File: config.mk
export PLATFORM = sky130hd
export DESIGN_NAME = fetch_scheduler
export DESIGN_NICKNAME = d
export VERILOG_FILES = /design/src/rtl/fetch_sched_pkg.sv /design/src/rtl/fetch_scheduler_rr_arbiter.sv /design/src/rtl/fetch_scheduler.sv
export SDC_FILE = /design/constraint.sdc
export NUM_CORES = 1
export LEC_CHECK = 0
export CORE_MARGIN = 1.5
export CORE_UTILIZATION = 36
export CTS_CLUSTER_SIZE = 20
export DETAILED_ROUTE_END_ITERATION = 10
export GPL_ROUTABILITY_DRIVEN = 1
export PLACE_DENSITY_LB_ADDON = 0.1
export SYNTH_ARGS = -nofsm -noshare
export SYNTH_HDL_FRONTEND = slang
export SYNTH_SLANG_ARGS = --single-unit
File: constraint.sdc
create_clock -name clk_in -period 3.7 [get_ports clk_in]
set_clock_uncertainty 0.15 [all_clocks]
set_input_delay 0.37 -clock clk_in [delete_from_list [all_inputs] [get_ports clk_in]]
set_output_delay 0.37 -clock clk_in [all_outputs]
set_load 0.01 [all_outputs]
File: src/rtl/fetch_sched_pkg.sv
// Shared types for the vertex-fetch scheduler: FSM states, response kinds
// and the tagged response record handed to the requesters.
package fetch_sched_pkg;

    // Widest requester id (NUM_REQ up to 16); narrower configs zero-extend.
    localparam int ID_W_MAX = 4;

    typedef enum logic [2:0] {
        ST_IDLE        = 3'd0,
        ST_ISSUE       = 3'd1,
        ST_DRAIN_POS   = 3'd2,
        ST_DRAIN_NEIGH = 3'd3,
        ST_END         = 3'd4
    } state_t;

    typedef enum logic [1:0] {
        KIND_POS   = 2'd0,
        KIND_NEIGH = 2'd1,
        KIND_END   = 2'd2
    } resp_kind_t;

    typedef struct packed {
        logic [31:0]         data;
        resp_kind_t          kind;
        logic [ID_W_MAX-1:0] id;
    } resp_t;

endpackage

File: src/rtl/fetch_scheduler_rr_arbiter.sv
// Combinational round-robin arbiter: first asserted request at or after the
// pointer, wrapping modulo N. The pointer itself lives in the caller.
module rr_arbiter #(
    parameter int N = 4
) (
    input  logic [N-1:0]         i_req,
    input  logic [$clog2(N)-1:0] i_ptr,
    output logic [N-1:0]         o_grant,
    output logic [$clog2(N)-1:0] o_idx,
    output logic                 o_any
);
    localparam int IW = $clog2(N);

    logic [IW-1:0] w_cand;

    // Scan N candidates starting at the pointer; the first hit wins.
    always_comb begin
        o_grant = '0;
        o_idx   = '0;
        o_any   = 1'b0;
        w_cand  = '0;
        for (int k = 0; k < N; k++) begin
            w_cand = IW'((int'(i_ptr) + k) % N);
            if (!o_any && i_req[w_cand]) begin
                o_any           = 1'b1;
                o_grant[w_cand] = 1'b1;
                o_idx           = w_cand;
            end
        end
    end

endmodule

File: src/rtl/fetch_scheduler.sv
// Shares one vertex-fetch unit between NUM_REQ requesters. One fetch in
// flight: issue the address, pass the position words through, pass up to
// MAX_DEG neighbours through (dropping the rest), then emit an END word
// carrying the forwarded neighbour count.
module fetch_scheduler
    import fetch_sched_pkg::*;
#(
    parameter int NUM_REQ      = 4,
    parameter int DIM          = 2,
    parameter int MAX_DEG      = 64,
    parameter int QUIET_CYCLES = 4
) (
    input  logic                       clk_in,
    input  logic                       rst_in,
    input  logic [NUM_REQ-1:0]         req_valid_in,
    input  logic [NUM_REQ*32-1:0]      req_addr_in,
    output logic [NUM_REQ-1:0]         req_ready_out,
    output logic [31:0]                fetch_addr_out,
    output logic                       fetch_valid_out,
    input  logic                       fetch_ready_in,
    input  logic [31:0]                pos_data_in,
    input  logic                       pos_valid_in,
    output logic                       pos_deq_out,
    input  logic [31:0]                neigh_data_in,
    input  logic                       neigh_valid_in,
    output logic                       neigh_deq_out,
    output logic [31:0]                resp_data_out,
    output logic [1:0]                 resp_kind_out,
    output logic [$clog2(NUM_REQ)-1:0] resp_id_out,
    output logic                       resp_valid_out,
    input  logic                       resp_ready_in,
    output logic                       busy_out
);
    localparam int IW = $clog2(NUM_REQ);
    localparam int PW = $clog2(DIM + 1);
    localparam int NW = $clog2(MAX_DEG + 1);
    localparam int QW = $clog2(QUIET_CYCLES + 1);

    state_t        r_state;
    logic [IW-1:0] r_ptr;
    logic [IW-1:0] r_id;
    logic [31:0]   r_addr;
    logic [PW-1:0] r_pos_cnt;
    logic [NW-1:0] r_nb_cnt;
    logic [QW-1:0] r_quiet;

    logic [NUM_REQ-1:0][31:0] w_addr_arr;
    logic [NUM_REQ-1:0]       w_req_ok;
    logic [NUM_REQ-1:0]       w_gnt;
    logic [IW-1:0]            w_idx;
    logic                     w_any;
    logic                     w_idle;
    logic                     w_nb_room;
    logic                     w_pos_deq;
    logic                     w_neigh_deq;
    logic                     w_resp_valid;
    resp_t                    w_resp;

    assign w_addr_arr = req_addr_in;
    assign w_idle     = (r_state == ST_IDLE);
    // Grants are only offered while idle and the fetch unit can take work.
    assign w_req_ok   = (w_idle && fetch_ready_in) ? req_valid_in : '0;
    assign w_nb_room  = (r_nb_cnt < NW'(MAX_DEG));

    rr_arbiter #(.N(NUM_REQ)) u_arb (
        .i_req   (w_req_ok),
        .i_ptr   (r_ptr),
        .o_grant (w_gnt),
        .o_idx   (w_idx),
        .o_any   (w_any)
    );

    // Response mux: FIFO heads pass straight through, END carries the count.
    always_comb begin
        w_resp       = '0;
        w_resp_valid = 1'b0;
        w_pos_deq    = 1'b0;
        w_neigh_deq  = 1'b0;
        if (!w_idle) w_resp.id = ID_W_MAX'(r_id);
        case (r_state)
            ST_DRAIN_POS: begin
                w_resp.kind  = KIND_POS;
                w_resp.data  = pos_data_in;
                w_resp_valid = pos_valid_in;
                w_pos_deq    = pos_valid_in & resp_ready_in;
            end
            ST_DRAIN_NEIGH: begin
                w_resp.kind  = KIND_NEIGH;
                w_resp.data  = neigh_data_in;
                w_resp_valid = neigh_valid_in & w_nb_room;
                // Past the cap, words are popped without being forwarded.
                w_neigh_deq  = neigh_valid_in & (resp_ready_in | ~w_nb_room);
            end
            ST_END: begin
                w_resp.kind  = KIND_END;
                w_resp.data  = 32'(r_nb_cnt);
                w_resp_valid = 1'b1;
            end
            default: ;
        endcase
    end

    assign req_ready_out   = w_gnt;
    assign fetch_addr_out  = r_addr;
    assign fetch_valid_out = (r_state == ST_ISSUE);
    assign pos_deq_out     = w_pos_deq;
    assign neigh_deq_out   = w_neigh_deq;
    assign resp_data_out   = w_resp.data;
    assign resp_kind_out   = w_resp.kind;
    assign resp_id_out     = IW'(w_resp.id);
    assign resp_valid_out  = w_resp_valid;
    assign busy_out        = !w_idle;

    // Scheduler FSM, RR pointer and per-fetch counters (all saturating).
    always_ff @(posedge clk_in) begin
        if (rst_in) begin
            r_state   <= ST_IDLE;
            r_ptr     <= '0;
            r_id      <= '0;
            r_addr    <= '0;
            r_pos_cnt <= '0;
            r_nb_cnt  <= '0;
            r_quiet   <= '0;
        end else begin
            case (r_state)
                ST_IDLE: begin
                    if (w_any) begin
                        r_addr  <= w_addr_arr[w_idx];
                        r_id    <= w_idx;
                        r_ptr   <= (w_idx == IW'(NUM_REQ - 1)) ? '0 : w_idx + IW'(1);
                        r_state <= ST_ISSUE;
                    end
                end
                ST_ISSUE: begin
                    r_pos_cnt <= '0;
                    r_nb_cnt  <= '0;
                    r_quiet   <= '0;
                    r_state   <= ST_DRAIN_POS;
                end
                ST_DRAIN_POS: begin
                    if (w_pos_deq) begin
                        if (r_pos_cnt != PW'(DIM)) r_pos_cnt <= r_pos_cnt + PW'(1);
                        if (r_pos_cnt == PW'(DIM - 1)) r_state <= ST_DRAIN_NEIGH;
                    end
                end
                ST_DRAIN_NEIGH: begin
                    if (neigh_valid_in) begin
                        r_quiet <= '0;
                        if (w_nb_room && resp_ready_in) r_nb_cnt <= r_nb_cnt + NW'(1);
                    end else begin
                        if (r_quiet != QW'(QUIET_CYCLES)) r_quiet <= r_quiet + QW'(1);
                        if (r_quiet == QW'(QUIET_CYCLES - 1)) r_state <= ST_END;
                    end
                end
                ST_END: begin
                    if (resp_ready_in) r_state <= ST_IDLE;
                end
                default: r_state <= ST_IDLE;
            endcase
        end
    end

endmodule

======== Word-level counts from Yosys, hierarchy flattened ========
Cells that the tools add are included.
word-level totals
  input port bits ......................... 202
  memories kept ........................... 0
  RAM bits ................................ 0
  word-level logic and storage cells ...... 125
  bits in latches ......................... 0
  register bits ........................... 51
  ROM bits ................................ 0
  output and inout port bits .............. 77
cells by class
  shifts and indexed selects .............. 0
  div/mod/pow operators ................... 0
  multiplexer cells ....................... 53
  equal/unequal tests ..................... 19
  magnitude comparators ................... 10
  multiply operators ...................... 0
  reduce and logical (&&, ||, !) cells .... 21
  add/sub/neg operators ................... 7
  bitwise operators ....................... 8
operators with widths
  operator                                                            count
  case mux 34 bit (3 select lines)                                    1
  binary-select mux 32 bit (select 2 bit)                             1
  two-way mux 32 bit                                                  1
  two-way mux 3 bit                                                   8
  two-way mux 4 bit                                                   5
  != test 2 bit (second input constant)                               9
  two-way mux 2 bit                                                   8
  < comparator 2 x 3 -> 1 bit (second input constant)                 5
  case mux 3 bit (5 select lines)                                     1
  two-way mux 1 bit                                                   14
  two-way mux 7 bit                                                   2
  case mux 7 bit (2 select lines)                                     1
  OR 4 bit                                                            3
  == test 3 x 2 -> 1 bit (second input constant)                      3
  logical AND 1 bit                                                   9
  binary-select mux 1 bit (select 2 bit)                              4
  demux 1 bit (select 2 bit)                                          4
  greater-or-equal comparator 2 x 1 -> 1 bit (second input constant)  4
  adder 7 x 1 -> 7 bit (second input constant)                        1
  < comparator 7 bit (second input constant)                          1
  adder 2 x 1 -> 2 bit (second input constant)                        3
  != test 3 bit (second input constant)                               2
  case mux 3 bit (2 select lines)                                     1
  AND reduction 3 bit                                                 2
  17 further kinds                                                    25

======== Logic depth before layout (Yosys ltp) ========
  depth after elaboration ................. 17
  depth in mapped cells ................... 12
  mapped depth without buffers ............ 8

======== Hierarchy ========
A second synthesis with hierarchy kept.
second synthesis, totals
  cells, all modules ...................... 352
  area, all modules ....................... 3692.3 µm²
by module, submodules not included
  module           times used  sequential area each (µm²)  cells an instance  area each (µm²)
  fetch_scheduler  1           1021.0                      307                3273.1
  rr_arbiter       1           0.0                         45                 419.2

======== Least setup slack after synthesis ========
OpenSTA, ideal clock, no wires.
  kind .................................... register to output
  from .................................... register r_ptr[0]
  to ...................................... output port req_ready_out[0]
  setup slack ............................. 1.029 ns
  cell stages (with the launch flop) ...... 9
  buffers on the path ..................... 1
  data required time ...................... 3.180 ns
  arrival ................................. 2.151 ns
  cell sequence ........................... dfxtp_1 > buf_6 > inv_2 > ha_1 > mux4_2 > and2_1 > a22oi_1 > nor2_1 > a221o_1
between the ends
  word-level cells in the longest chain between the ends .. 12
  elaborated cells between the ends (all ways) .. 47
  those cells by class .................... 3 x add/sub; 8 x order compare; 23 x mux; 3 x bitwise; 10 x reduce/logical
RTL lines
  item                                                                                  line                              text
  start: declaration                                                                    fetch_scheduler.sv:40             logic [IW-1:0] r_ptr;
  start signal: assignment                                                              fetch_scheduler.sv:130            r_ptr <= (w_idx == IW'(NUM_REQ - 1)) ? '0 : w_idx + IW'(1);
  parallel branches: the longest is 11 deep, another holds < comparator 2 x 3 -> 1 bit  --
  two-way mux 4 bit (*)                                                                 fetch_scheduler_rr_arbiter.sv:24  if (!o_any && i_req[w_cand]) begin
  end: declaration                                                                      fetch_scheduler.sv:17             output logic [NUM_REQ-1:0] req_ready_out,
Every way passes the cells marked *. The select of a mux whose other input is x is not followed.

======== Worst setup path after layout ========
  from .................................... register r_ptr[1]
  to ...................................... output port req_ready_out[1]
The elaborated chain is that of the path after synthesis.

==> results.py <==
metrics = {
    "logic_synthesis": {
        "synth_largest_area_cell": "dfxtp_1",
        "synth_ff_type": "dfxtp_1",
        "synthArstFlopShare": 0,
        "syn_area_per_cell_sq_um": 9.21,
        "synth-edff-count": 0,
        "synth_seq_cells": 51,
        "synth_top_area_frac": 0.259,
        "ys_top_cells_by_count": "mux2i_1, dfxtp_1, nand2_1",
        "syn_nets": 640,
        "yosysWarnings": 0,
        "syn_inst": 428,
        "synth_most_common_cell": "mux2i_1",
        "syn_area_sq_mm": 0.00394,
        "synth_area_leaders": "dfxtp_1, mux2i_1, o221ai_2",
        "synth.distinct_cells": 57,
        "seq_area_frac_synth": 0.259,
    },
    "final_layout": {
        "fin_area_sq_mm": 0.00693,
        "area_growth_pct": 75.9,
        "antenna_cells": 0,
        "stdcell_count": 832,
        "layout-drive-gt1-share": 0.105,
        "fin_nets": 903,
        "fin_util": 0.645,
    },
    "grt": {
        "antenna_found_initial": 0,
        "grt.total_usage": 0.206,
        "grt_pass1_vias": 4025,
        "grt_max_degree": 34,
        "grt_remaining_overflow": 0,
        "grt_pass1_wl_microns": 19400,
    },
    "placed_design": {
        "place_area_sq_mm": 0.00682,
        "portBuffers": 278,
        "place.gp.congestion": 0.848,
        "placed_cells": 824,
        "dp_hpwl_microns": 10200,
    },
    "floorplan": {
        "die-area_sq_mm": 0.0116,
        "ioPinCount": 279,
        "coreArea_sq_mm": 0.0107,
        "start_util": 0.367,
        "die_h_microns": 108,
        "die_x_microns": 108,
        "row_count": 38,
    },
    "worst_setup_path": {
        "cp_slowest_cell": "mux4_2",
        "worst_ep_required_time_ps": 3180,
        "slowest_delay_ps": 550,
        "crit_chain": "inv_1 -> ha_4 -> mux4_2 -> and2_1 -> a22oi_1 -> nor2_1 -> a221o_1 -> clkdlybuf4s50_1",
        "cp_max_fo": 11,
        "cp_top_family": "buffers and inverters",
        "startpoint_type": "register",
        "cp.arrival_ps": 2990,
        "worstSetupPathType": "reg -> out",
        "endpoint_kind": "primary output",
        "path_buf_inv": 2,
    },
    "timing": {
        "setup_viol": 0,
        "slew_headroom": 0.600,
        "clock.fmax_mhz": 285,
        "setup-tns-final_ps": 0,
        "drv_slew": 0,
        "whs_ps": 318,
        "fin_crit_sh": 0.948,
        "hold_violations": 0,
        "rsz0062_at_grt": "false",
        "period_needed_ps": 3510,
        "tightest_slew_ps": 598,
    },
    "power": {
        "ir_worst_vdd_mv": 0.216,
        "leakagePower_nw": 2.84,
        "p_per_area_mw_per_mm2": 313,
    },
    "cts": {
        "post-cts-setup-buffers": 0,
        "htreeDepth": 2,
        "root_buffer": "clkbuf_8",
        "cts-buffers-inserted": 5,
        "clock_latency_ps": 310,
        "clk_path_buf_depth": 2,
        "clock_sinks": 51,
        "clk_pin_slew_ps": 100,
        "cts_tree": "yes",
    },
    "status": {
        "status": "finished, final reports clean",
    },
    "routing": {
        "drt-total-wl_microns": 12800,
        "dr.pass1.iters": 4,
        "wl_per_cell_microns": 15.3,
        "drtAntennaViolNets": 0,
        "drc": 0,
        "via_per_inst": 5.12,
        "vias": 4261,
        "dr.first_iter.drc_count": 174,
    },
    "job": {
        "max_cap_viol_count": 0,
    },
    "worst_hold_path": {
        "holdCritPathClass": "reg -> reg",
    },
}
area by class of cell:
class,instances,area [sq um]
clock inverter,3,22.5
sequential,51,1020
clock buffer,5,68.8
multi-input combinational,329,2670
fill,908,3810
timing repair buffer,293,2930
inverter,11,41.3
tap,140,175
worst reg2reg max path, cell delays in order (launching register included):
cell and delay (ps):
dfxtp_2 440, inv_1 130, ha_4 340, nor3b_1 190, a211oi_1 80, o211a_1 170
o21ai_4 360, buf_12 300, mux2i_1 320, o221ai_2 130
repair_timing:
item / in CTS / in global routing
gates resized for setup: 2 / 2
endpoints found under the setup margin: 4 / 4
pin swaps: 0 / 0
cloned: 0 / 0
hold buffers: 0 / 0
metrics by stage:
step / power (mW) / worst slack [ps]
2_1_floorplan: 1.31 / 1030
6_report: 2.17 / 192
5_1_grt: 2.29 / 89.0
3_5_place_dp: 1.84 / 263
4_1_cts: 2.18 / 57.1
3_3_place_gp: 1.82 / 418
final timing paths:
kind                                    startpoint                  to  slack (ps)  cells past startpoint
worst max-delay path                      r_ptr[1]    req_ready_out[1]         190                      8
worst max register to register            r_ptr[1]  fetch_addr_out[27]         970                      9
worst min-delay path            fetch_addr_out[23]  fetch_addr_out[23]         320                      2
worst min register to register  fetch_addr_out[23]  fetch_addr_out[23]         320                      2
power breakdown:
group	internal (mW)	switching, mW	leakage, nW	total (mW)
logic	0.671	0.491	2.38	1.16
registers	0.622	0.0495	0.417	0.672
clock network	0.136	0.196	0.0485	0.332
total	1.43	0.737	2.84	2.17
state kept, by name, indices dropped and copies added (netlist names):
register,count
r_pos_cnt,2
r_nb_cnt,7
r_id,2
fetch_addr_out,32
r_state,3
r_quiet,3
r_ptr,2
placed cells by master (no fill, tap or decap), types with 2 or more instances in the layout:
master / Yosys / final
a211oi_1: 4 / 4
a21oi_1: 11 / 11
a221o_1: 4 / 4
a22o_1: 25 / 25
a22oi_1: 14 / 14
a31oi_1: 4 / 4
and3b_1: 2 / 2
buf_12: 0 / 3
buf_4: 5 / 12
clkbuf_8: 0 / 5
clkdlybuf4s50_1: 0 / 278
dfxtp_1: 51 / 50
ha_1: 10 / 9
inv_1: 10 / 10
mux2i_1: 67 / 67
mux4_2: 2 / 2
nand2_1: 51 / 50
nand2b_1: 4 / 4
nand3_1: 3 / 3
nor2_1: 32 / 31
nor2_2: 1 / 2
nor2b_1: 11 / 10
nor3_1: 2 / 2
nor3_2: 2 / 2
nor3b_1: 3 / 3
nor4_1: 2 / 2
o21ai_0: 13 / 13
o221ai_1: 5 / 5
o221ai_2: 27 / 27
o32ai_1: 2 / 2
o41ai_2: 2 / 2
or3_1: 2 / 2
xnor2_1: 2 / 2
xor2_1: 2 / 2
logic make-up (layout without fill, tap and decap cells):
group                    Yosys count  after routing  synth area share
AO/OA/AOI/OAI                    120            120             0.283
XOR/XNOR                           4              4           0.00889
adder cells (fa/ha/maj)           10             10            0.0318
buffers and inverters             48            312            0.0708
flip-flops                        51             51             0.259
multiplexers                      72             72             0.194
AND/OR/NAND/NOR                  123            123             0.153
layer usage:
| layer | vias to the layer above | share of wire | routed length (microns) | GRT usage |
|---|---|---|---|---|
| met5 | - | 0 | 0 | 0 |
| met4 | 0 | 0.010 | 132 | 0.0414 |
| met3 | 10 | 0.082 | 1050 | 0.0654 |
| met2 | 148 | 0.52 | 6600 | 0.382 |
| met1 | 1965 | 0.39 | 4970 | 0.231 |
| li1 | 2138 | - | - | - |
(Power assumes the default switching activity.)
